`config.mk`:
```
export PLATFORM = sky130hd
export DESIGN_NAME = simon_key_scheduler
export DESIGN_NICKNAME = d
export VERILOG_FILES = /design/src/rtl/simon_key_scheduler.sv
export SDC_FILE = /design/constraint.sdc
export NUM_CORES = 1
export LEC_CHECK = 0
export BUFFER_PORTS_ARGS = -buffer_cell sky130_fd_sc_hd__buf_2
export CORE_UTILIZATION = 56
export CTS_BUF_LIST = sky130_fd_sc_hd__clkbuf_4
export DETAILED_ROUTE_END_ITERATION = 6
export HOLD_SLACK_MARGIN = 0.03
export PLACE_DENSITY = 0.82
export SLEW_MARGIN = 20
export SYNTH_ARGS = -nofsm -noshare
export SYNTH_HDL_FRONTEND = slang
export SYNTH_SLANG_ARGS = --single-unit
```
`constraint.sdc`:
```
create_clock -name clk -period 2.55 [get_ports clk]
set_input_delay 0.255 -clock clk [delete_from_list [all_inputs] [get_ports clk]]
set_output_delay 0.255 -clock clk [all_outputs]
set_load 0.005 [all_outputs]
```
`src/rtl/simon_key_scheduler.sv`:
```
// ---------------------------------------------------------------------------
// simon_key_scheduler
//
// Streams the SIMON32/64 round-key schedule k0..k(T-1) from a master key, one
// key per valid/ready handshake. An M-word key window is held in flops. The
// window, together with the current round index, feeds a combinational key
// expander. The expander result is shifted into the top of the window each
// time a key is accepted.
//
// Ports:
//   clk       rising-edge clock
//   reset     asynchronous, active-high reset
//   start     begin a schedule (sampled only while idle)
//   abort     cancel a schedule in progress (wins over start and handshake)
//   key_in    master key, word j = key_in[j*N +: N], word 0 = k0
//   rk_ready  consumer accepts rk this cycle
//   rk_valid  rk holds a valid round key
//   rk        current round key k(rk_index), reads 0 when not valid
//   rk_index  index of rk, saturates at T-1
//   busy      high while streaming
//   done      one-cycle pulse after k(T-1) is accepted
//   replay    (SIMON_KEYSCHED_CACHE_EN only) re-stream the cached schedule
//
// Optional feature: define SIMON_KEYSCHED_CACHE_EN to add a T x N round-key
// cache and the replay input.
// ---------------------------------------------------------------------------
module simon_key_scheduler #(
  parameter int N = 16,
  parameter int M = 4,
  parameter int T = 32,
  localparam int CW = $clog2(T)
) (
  input  logic           clk,
  input  logic           reset,
  input  logic           start,
  input  logic           abort,
`ifdef SIMON_KEYSCHED_CACHE_EN
  input  logic           replay,
`endif
  input  logic [M*N-1:0] key_in,
  input  logic           rk_ready,
  output logic           rk_valid,
  output logic [N-1:0]   rk,
  output logic [CW-1:0]  rk_index,
  output logic           busy,
  output logic           done
);

  typedef enum logic [1:0] {
    ST_IDLE,
    ST_RUN,
    ST_DONE
  } state_t;

  // z0 constant sequence for SIMON32/64; element 0 is the leftmost bit.
  localparam logic [61:0] Z0 = 62'b11111010001001010110000111001101111101000100101011000011100110;

  localparam logic [CW-1:0] LAST_IDX = CW'(T - 1);

  state_t         state_q, state_d;
  logic [N-1:0]   win_q [M];
  logic [N-1:0]   win_d [M];
  logic [CW-1:0]  idx_q, idx_d;
  logic [N-1:0]   exp_key;
  logic           accept;

  // One SIMON key-expansion step for M = 4:
  // k(i+4) = ~k(i) ^ 3 ^ z0[i] ^ t ^ ror(t,1), with t = ror(k(i+3),3) ^ k(i+1).
  function automatic logic [N-1:0] expand(input logic [N-1:0] k0,
                                          input logic [N-1:0] k1,
                                          input logic [N-1:0] k3,
                                          input logic [CW-1:0] cnt);
    logic [N-1:0] tmp;
    logic [5:0]   zi;
    tmp = {k3[2:0], k3[N-1:3]} ^ k1;
    tmp = tmp ^ {tmp[0], tmp[N-1:1]};
    zi  = 6'd61 - 6'(cnt);
    return ~k0 ^ tmp ^ N'(Z0[zi]) ^ N'(3);
  endfunction

  assign exp_key = expand(win_q[0], win_q[1], win_q[M-1], idx_q);
  assign accept  = (state_q == ST_RUN) && rk_ready && !abort;

`ifdef SIMON_KEYSCHED_CACHE_EN
  logic [N-1:0] cache_mem [T];
  logic         cache_valid_q, cache_valid_d;
  logic         replay_mode_q, replay_mode_d;
  logic         cache_we;

  // Only freshly computed keys are written; a replay reads the same values
  // back, so rewriting them would be pointless.
  assign cache_we = accept && !replay_mode_q;

  always_ff @(posedge clk) begin
    if (cache_we) begin
      cache_mem[idx_q] <= win_q[0];
    end
  end
`endif

  // Next-state logic. Abort is checked first in both idle and run so that it
  // dominates start and any same-cycle handshake. The final handshake does not
  // shift the window, which discards expander results beyond k(T-1).
  always_comb begin
    state_d = state_q;
    win_d   = win_q;
    idx_d   = idx_q;
`ifdef SIMON_KEYSCHED_CACHE_EN
    cache_valid_d = cache_valid_q;
    replay_mode_d = replay_mode_q;
`endif
    case (state_q)
      ST_IDLE: begin
        if (!abort) begin
          if (start) begin
            for (int j = 0; j < M; j++) begin
              win_d[j] = key_in[j*N +: N];
            end
            idx_d   = '0;
            state_d = ST_RUN;
`ifdef SIMON_KEYSCHED_CACHE_EN
            cache_valid_d = 1'b0;
            replay_mode_d = 1'b0;
          end else if (replay && cache_valid_q) begin
            idx_d         = '0;
            state_d       = ST_RUN;
            replay_mode_d = 1'b1;
`endif
          end
        end
      end
      ST_RUN: begin
        if (abort) begin
          state_d = ST_IDLE;
`ifdef SIMON_KEYSCHED_CACHE_EN
          cache_valid_d = 1'b0;
`endif
        end else if (rk_ready) begin
          if (idx_q == LAST_IDX) begin
            state_d = ST_DONE;
`ifdef SIMON_KEYSCHED_CACHE_EN
            cache_valid_d = 1'b1;
`endif
          end else begin
            idx_d = idx_q + 1'b1;
`ifdef SIMON_KEYSCHED_CACHE_EN
            if (!replay_mode_q) begin
`endif
              for (int j = 0; j < M - 1; j++) begin
                win_d[j] = win_q[j+1];
              end
              win_d[M-1] = exp_key;
`ifdef SIMON_KEYSCHED_CACHE_EN
            end
`endif
          end
        end
      end
      ST_DONE: begin
        state_d = ST_IDLE;
      end
      default: begin
        state_d = ST_IDLE;
      end
    endcase
  end

  // State and window registers.
  always_ff @(posedge clk or posedge reset) begin
    if (reset) begin
      state_q <= ST_IDLE;
      idx_q   <= '0;
      for (int j = 0; j < M; j++) begin
        win_q[j] <= '0;
      end
`ifdef SIMON_KEYSCHED_CACHE_EN
      cache_valid_q <= 1'b0;
      replay_mode_q <= 1'b0;
`endif
    end else begin
      state_q <= state_d;
      idx_q   <= idx_d;
      win_q   <= win_d;
`ifdef SIMON_KEYSCHED_CACHE_EN
      cache_valid_q <= cache_valid_d;
      replay_mode_q <= replay_mode_d;
`endif
    end
  end

  assign rk_valid = (state_q == ST_RUN);
  assign busy     = (state_q == ST_RUN);
  assign done     = (state_q == ST_DONE);
  assign rk_index = idx_q;

`ifdef SIMON_KEYSCHED_CACHE_EN
  assign rk = !rk_valid      ? '0 :
              replay_mode_q  ? cache_mem[idx_q] : win_q[0];
`else
  assign rk = rk_valid ? win_q[0] : '0;
`endif

endmodule
```
Yosys cells after proc, flatten, opt, wreduce, memory -nomap -nowiden
Memories as Yosys holds them, arrays and structs flattened. Index checks and enable logic that the tools add are counted.

Flip-flop bits (word level): 71. ROM bits: 64. Input port bits: 69. Output and inout bits: 24. Logic and storage cells: 50. Memories kept: 1.

$add $sub $neg: 2. $lt $le $gt $ge: 1. Eq/ne operators: 10. Mux-type cells: 20. Bitwise logic cells: 6. Reduce and logical (&&, ||, !) cells: 4.

Memories: (no name shown) (words 64, width 1, rd ports 1, clocked after Yosys merged registers in 0, write ports 0, line 78) `return ~k0 ^ tmp ^ N'(Z0[zi]) ^ N'(3);`.

Operators by type and width (number): $mux 64 (5); $pmux 64 s2 (1); $xor 16x16->16 (3); $mux 5 (5); $mux 16 (1); $not 16->16 (1); $xor 16x1->16 (1); $mux 2 (5); $ne 2x2->1 const B (5); $pmux 5 s2 (1); $lt 6x7->1 const B (1); $reduce_and 6->1 (1); $sub 6x5->6 const A (1); $add 5x1->5 const B (1); $eq 5x5->1 const B (1); $pmux 2 s2 (1); $reduce_and 4->1 (1); $ne 3x2->1 const B (1); $ne 3x3->1 const B (1); $eq 2x1->1 const B (1); $eq 2x2->1 const B (1); $logic_not 2->1 (1); $not 2->2 (1); $reduce_bool 2->1 (1); $mux 1 (1).

Longest topological paths before layout
Gate-level depths: netlist of run 1.

Depth in word-level cells: 9. Mapped depth: 10. Gate-level depth less buffers: 9.

Worst setup path after synthesis of run 1
Ideal clock, no wire load.

Kind: register to register. Start point: register idx_q[1] (netlist: rk_index[1]). End point: register idx_q[1] (netlist: rk_index[1]). Setup time: 0.133 ns. Arrival time: 2.043 ns. Slack: 0.374 ns. Cell stages (with the launch flop): 10. Buffers on the path: 2. Path through: dfrtp_1 > ha_1 > and3_1 > ha_1 > nor4b_4 > nor2_4 > buf_6 > clkbuf_1 > nand2_1 > o21ai_0.

Longest elaborated chain between the ends: 5. Elaborated cells between the ends (all ways): 8.

RTL lines: start, declared (line 63) `logic [CW-1:0] idx_q, idx_d;`; start signal, assigned (line 182) `idx_q <= idx_d;`; $add 5x1->5 (line 145) `idx_d = idx_q + 1'b1;`; $mux 5 (line 139) `if (idx_q == LAST_IDX) begin`; $mux 5 (line 138) `end else if (rk_ready) begin`; $mux 5 (line 133) `if (abort) begin`; $pmux 5 s2 (line 112) `case (state_q)`.

Several ways; a longest one is shown, not always the timed one. The select of a mux whose other input is x is not followed. A chain may end at the register's enable or synchronous reset.

Final worst setup path of run 1
Start point: register idx_q[1] (netlist: rk_index[1]). End point: register win_q[0] (netlist bit).

Longest elaborated chain between the ends: 9. Elaborated cells between the ends (all ways): 12.

RTL lines: $sub 6x5->6 (line 77) `zi = 6'd61 - 6'(cnt);`; $mem_v2 64x1; $mux 1 (not written as such) (line 78); $xor 16x1->16 (line 78); $not 2->2 (no source line); $mux 64 (line 139); $mux 64 (line 138); $mux 64 (line 133); $pmux 64 s2 (line 112); end signal, assigned (line 183) `win_q <= win_d;`; end, declared (line 61) `logic [N-1:0] win_q [M];`.

Several ways; a longest one is shown, not always the timed one. The select of a mux whose other input is x is not followed.

==> results of run 1 <==
==> final cells by class <==
type,count,share of cell area
multi-input combinational,332,0.452
inverter,4,0.00315
tap,96,0.0252
clock inverter,5,0.0103
timing repair buffer,102,0.118
sequential,71,0.373
clock buffer,11,0.0174
==> power by group through the flow <==
stage | registers [uW] | clock network [uW] | logic (uW)
after global placement | 1790 | 0 | 1830
after global routing | 1830 | 771 | 2120
after detailed placement | 1810 | 0 | 1890
after CTS | 1790 | 723 | 1910
after floorplan | 1710 | 0 | 1580
final | 1790 | 705 | 1890
==> worst min path at each step <==
stage          slack [ps]                endpoint   from
6_report               90  state_q[1]$_DFFE_PP0P_  abort
5_1_grt                70  state_q[1]$_DFFE_PP0P_  abort
4_1_cts                60  state_q[1]$_DFFE_PP0P_  abort
3_5_place_dp          360   win_q[28]$_DFFE_PP0P_  reset
3_3_place_gp          370   win_q[44]$_DFFE_PP0P_  reset
2_1_floorplan         330  state_q[1]$_DFFE_PP0P_  abort
==> cell families after synthesis <==
kind of cell / count (synthesis) / synth area share
multiplexers: 51 / 0.124
AO/OA/AOI/OAI: 93 / 0.118
AND/OR/NAND/NOR: 128 / 0.145
XOR/XNOR: 53 / 0.113
flip-flops: 71 / 0.432
buffers and inverters: 34 / 0.0460
adder cells (fa/ha/maj): 7 / 0.0213
==> flip-flops by register name, summed over array words and instances, names as in the netlist <==
signal    flops
rk_index      5
state_q       2
win_q        64
==> Yosys cell counts, drive strengths merged (7+ instances only) <==
library cell,instances,share of area
dfrtp,71,0.43
nand2,71,0.065
o21ai,67,0.082
xnor2,51,0.11
mux2i,50,0.12
nor2,25,0.025
a21oi,20,0.025
clkbuf,18,0.016
and2,16,0.024
buf,12,0.026
ha,7,0.021
==> critical path: stages (launching register included) <==
cell and delay (ps):
dfrtp_1 570, ha_1 470, xnor2_1 200, nand2_1 90
o21ai_0 80, a211oi_1 110, nor4_2 300, xnor2_1 110
a221o_1 290
==> per-layer routing <==
layer  global-route usage  up-vias  part of all wire
met5                    0        -                 0
met4               0.0999        0             0.022
met3               0.0452       17             0.050
met2                0.403       98              0.48
met1                0.333     1522              0.44
li1                     -     1633                 -
==> through the flow <==
stage               total power [uW]  area [um2]  utilization  hold WS (ps)  std cells
floorplan                       3290        4110            -           327        437
global placement                3620        4620        0.665           365        604
detailed placement              3700        4620        0.665           364        604
CTS                             4420        4760        0.685          61.7        621
global route                    4720        4760        0.685          66.6        621
finish                          4390        4760        0.685          87.4        621
==> results.cfg, run 1 <==
[finish]
final_common_cell = buf_2
register_area_um2 = 1780
drive_above_1_share = 0.238
mostFrequentLayoutCells = buf_2 (92), nand2_1 (71), dfrtp_1 (71), o21ai_0 (62), xnor2_1 (51)
fillCellCount = 563
num_antenna_cells = 0
multiInputGateArea_um2 = 2150
area_growth_pct = 15.8
nNetsFinal = 596

[placement]
place_hpwl_mm = 6.18
port_buffers = 92
gp_congestion = 0.865
dp_slack_ps = 267

[setup_path]
critPathKind = reg2reg
r2r-start = rk_index[1]$_DFFE_PP0P_
crit_start = rk_index[1]$_DFFE_PP0P_
crit_end = win_q[0]$_DFFE_PP0P_
arrival_ps = 2610
cp_max_fo = 12
start_kind = flop
endpoint_kind = flop
r2r_cells = 8
r2r_slack_ps = 240
r2r_end = win_q[0]$_DFFE_PP0P_
crit_required_ps = 2850

[grt]
overflow = 0
grt_util_all_layers = 0.248
grt_pass1_wl_mm = 14.6
grt_pass1_vias = 3161
grt_start_max_net_pins = 72
antenna_found_initial = 0

[drt]
wl_mm = 8.76
first_pass_iters = 4
drcViolationCount = 0
ant_nets = 0
viasPerCell = 5.27
wire_per_inst_um = 14.1
drt-initial-drc-count = 190
vias = 3270

[power]
p_comb_frac = 0.431
leakagePower_uw = 0.00235
power_frac_seq = 0.408
power.density_nw_per_um2 = 921
power_frac_clock = 0.161
peakVddDrop_mv = 0.429
p_int_uw = 2760
swShare = 0.371
power_switching_uw = 1630

[clock_tree]
post_cts_resize_count = 0
clkLatencyLatePin_ps = 410
tritoncts = built
clk_pin_slew_ps = 110
cts_hold_buf = 1
post_cts_buffers = 0
htreeDepth = 3
cts_buffers = 9
ctsLongestPathBuffers = 2
cts_sinks = 71
clk_root_buffer_cell = clkbuf_4

[run_status]
status = finished, final reports clean

[job]
maxCapViolations = 0

[yosys]
syn_area_per_cell_um2 = 9.41
synth_cells = 437
synth-edff-count = 0
synth_flop_cell = dfrtp_1
synth_warnings = 0
syn_area_um2 = 4110
yosys_register_bits = 71
yosysSeqAreaShare = 0.432
synth_fp_nets = 513
ys_types = 35
async_flop_share = 1.00

[floorplanning]
num_rows = 30
core_um2 = 6940
initial_core_util = 0.592
die-width_um = 87.7
io_pins = 93
die_area_um2 = 7690
die-height_um = 87.7

[hold_path]
worst_hold_path.num_cells = 2
hold_class = in2reg

[sta]
tns_ps = 0
hold_violations = 0
tightest_slew_ps = 872
slew_headroom = 0.419
setup_viol = 0
slew_violations = 0
fmax_ghz = 0.433
rsz0062_at_grt = false
fin_ws_ps = 241
finClkSkew_ps = 14.5
period_share = 0.905
layout_min_cycle_time_ps = 2310
Note: power is estimated with default switching activity, not from simulation.
==> run 2, diff against run 1 <==
Settings changed: CAP_MARGIN set to 5, CORE_UTILIZATION 56 to 34, PLACE_DENSITY 0.82 to not set.
==> run 2 against run 1 <==
The flow now finishes with violations (DRC). Clock power down 17%. Non-clock buffer count grew 2. Highest routed layer is now met5. Largest power group unchanged. Largest cell class unchanged. Critical path type unchanged. Sequential power barely moved. Combinational power hardly changed. Setup slack worse by 64 ps.
==> results.cfg, run 2 (synthesized netlist as in run 1, its figures left out) <==
[grt]
antenna_found_initial = 1
grt_pass1_wl_mm = 15.9
grt_util_all_layers = 0.162
grt_start_max_net_pins = 79
grt_pass1_vias = 3197
overflow = 0

[power]
power_switching_uw = 1610
power.density_nw_per_um2 = 888
p_comb_frac = 0.444
power_frac_seq = 0.418
peakVddDrop_mv = 0.400
power_frac_clock = 0.137
p_int_uw = 2660
swShare = 0.377
leakagePower_uw = 0.00234

[floorplanning]
die_area_um2 = 12500
die-width_um = 112
io_pins = 93
num_rows = 39
initial_core_util = 0.354
die-height_um = 112
core_um2 = 11600

[finish]
fin_util = 0.413
num_antenna_cells = 0
fillCellCount = 1186
max_flop_register = win_q
mostFrequentLayoutCells = buf_2 (92), nand2_1 (71), dfrtp_1 (71), o21ai_0 (62), xnor2_1 (51)
drive_above_1_share = 0.236
fin_cells = 668
multiInputGateArea_um2 = 2150
final_common_cell = buf_2
largest_reg_flops = 64
fin_area_um2 = 4800
nNetsFinal = 598
area_growth_pct = 16.7
register_area_um2 = 1780

[drt]
drt-initial-drc-count = 154
first_pass_iters = 6
wl_mm = 9.42
vias = 3185
ant_nets = 0
drcViolationCount = 3
wire_per_inst_um = 14.1
viasPerCell = 4.77

[clock_tree]
ctsLongestPathBuffers = 2
clk_root_buffer_cell = clkbuf_4
clk_pin_slew_ps = 110
htreeDepth = 3
clkLatencyLatePin_ps = 430
tritoncts = built
cts_buffers = 9
cts_sinks = 71

[placement]
place_area_um2 = 4680
place_hpwl_mm = 6.96
port_buffers = 92
dp.cells = 652
gp_congestion = 0.794

[sta]
fmax_ghz = 0.421
layout_min_cycle_time_ps = 2370
period_share = 0.931
tightest_slew_ps = 534
setup_viol = 0
rsz0062_at_grt = false
tns_ps = 0
slew_violations = 0
hold-worst-slack_ps = 75.6
hold_violations = 0
slew_headroom = 0.644
finClkSkew_ps = 8.42

[setup_path]
critPathKind = reg2reg
crit_end = win_q[0]$_DFFE_PP0P_
endpoint_kind = flop
start_kind = flop
crit_start = rk_index[1]$_DFFE_PP0P_
r2r_cells = 8
r2r-start = rk_index[1]$_DFFE_PP0P_
crit_required_ps = 2860
arrival_ps = 2680
cp_max_fo = 12
r2r_end = win_q[0]$_DFFE_PP0P_
r2r_slack_ps = 180

[run_status]
violations = DRC
status = finished, violations left

[hold_path]
hold_class = in2reg
worst_hold_path.num_cells = 2

[job]
maxCapViolations = 0
[run 2: cell types whose count changed in the layout (fill, tap and decap cells not counted), sizes merged]
cell / before / now
buf: 101 / 103
bufinv: 1 / 0
clkinv: 5 / 4
[run 2: power groups by stage]
| stage | Clock, uW | Combinational (uW) | Sequential [uW] |
|---|---|---|---|
| final | 585 | 1890 | 1780 |
| after global placement | 0 | 1890 | 1800 |
| after CTS | 611 | 1930 | 1790 |
| after global routing | 656 | 2150 | 1830 |
| after floorplan | 0 | 1580 | 1710 |
| after detailed placement | 0 | 1910 | 1810 |
[run 2: layout make-up]
class | count | share of cell area
multi-input cells | 332 | 0.449
well taps | 143 | 0.0373
repair buffers | 104 | 0.121
clock inverters | 3 | 0.00261
inverters | 4 | 0.00313
flip-flops and latches | 71 | 0.370
clock buffers | 11 | 0.0172
[run 2: per-stage QoR]
step	total power (uW)	setup slack [ps]
final	4260	177
after global routing	4640	1.28
after CTS	4320	144
after detailed placement	3720	185
after global placement	3680	239
after floorplan	3290	374
[run 2: how the worst min path moves through the flow]
stage | startpoint | to
floorplan | abort | state_q[1]$_DFFE_PP0P_
global placement | reset | win_q[60]$_DFFE_PP0P_
detailed placement | reset | win_q[44]$_DFFE_PP0P_
CTS | abort | state_q[1]$_DFFE_PP0P_
global route | abort | state_q[1]$_DFFE_PP0P_
finish | abort | state_q[1]$_DFFE_PP0P_
[run 2: worst max-delay path, stage by stage (launching register included)]
cell and delay, ps:
dfrtp_1 570, ha_1 450, xnor2_1 190, nand2_1 70
o21ai_0 80, a211oi_1 110, nor4_2 340, xnor2_1 120
a221o_1 320
[run 2: metal layers]
| metal | track usage | part of all wire |
|---|---|---|
| met4 | 0.0507 | 0.011 |
| met1 | 0.219 | 0.47 |
| met5 | 0 | 0.0014 |
| met3 | 0.0419 | 0.051 |
| met2 | 0.255 | 0.46 |
[run 2: timing repair]
item                                    4_1_cts  5_1_grt
gates resized for setup                       0        0
hold endpoints to repair                     22        0
setup buffers                                 0        1
hold buffers                                  1        0
endpoints found under the setup margin        0        5
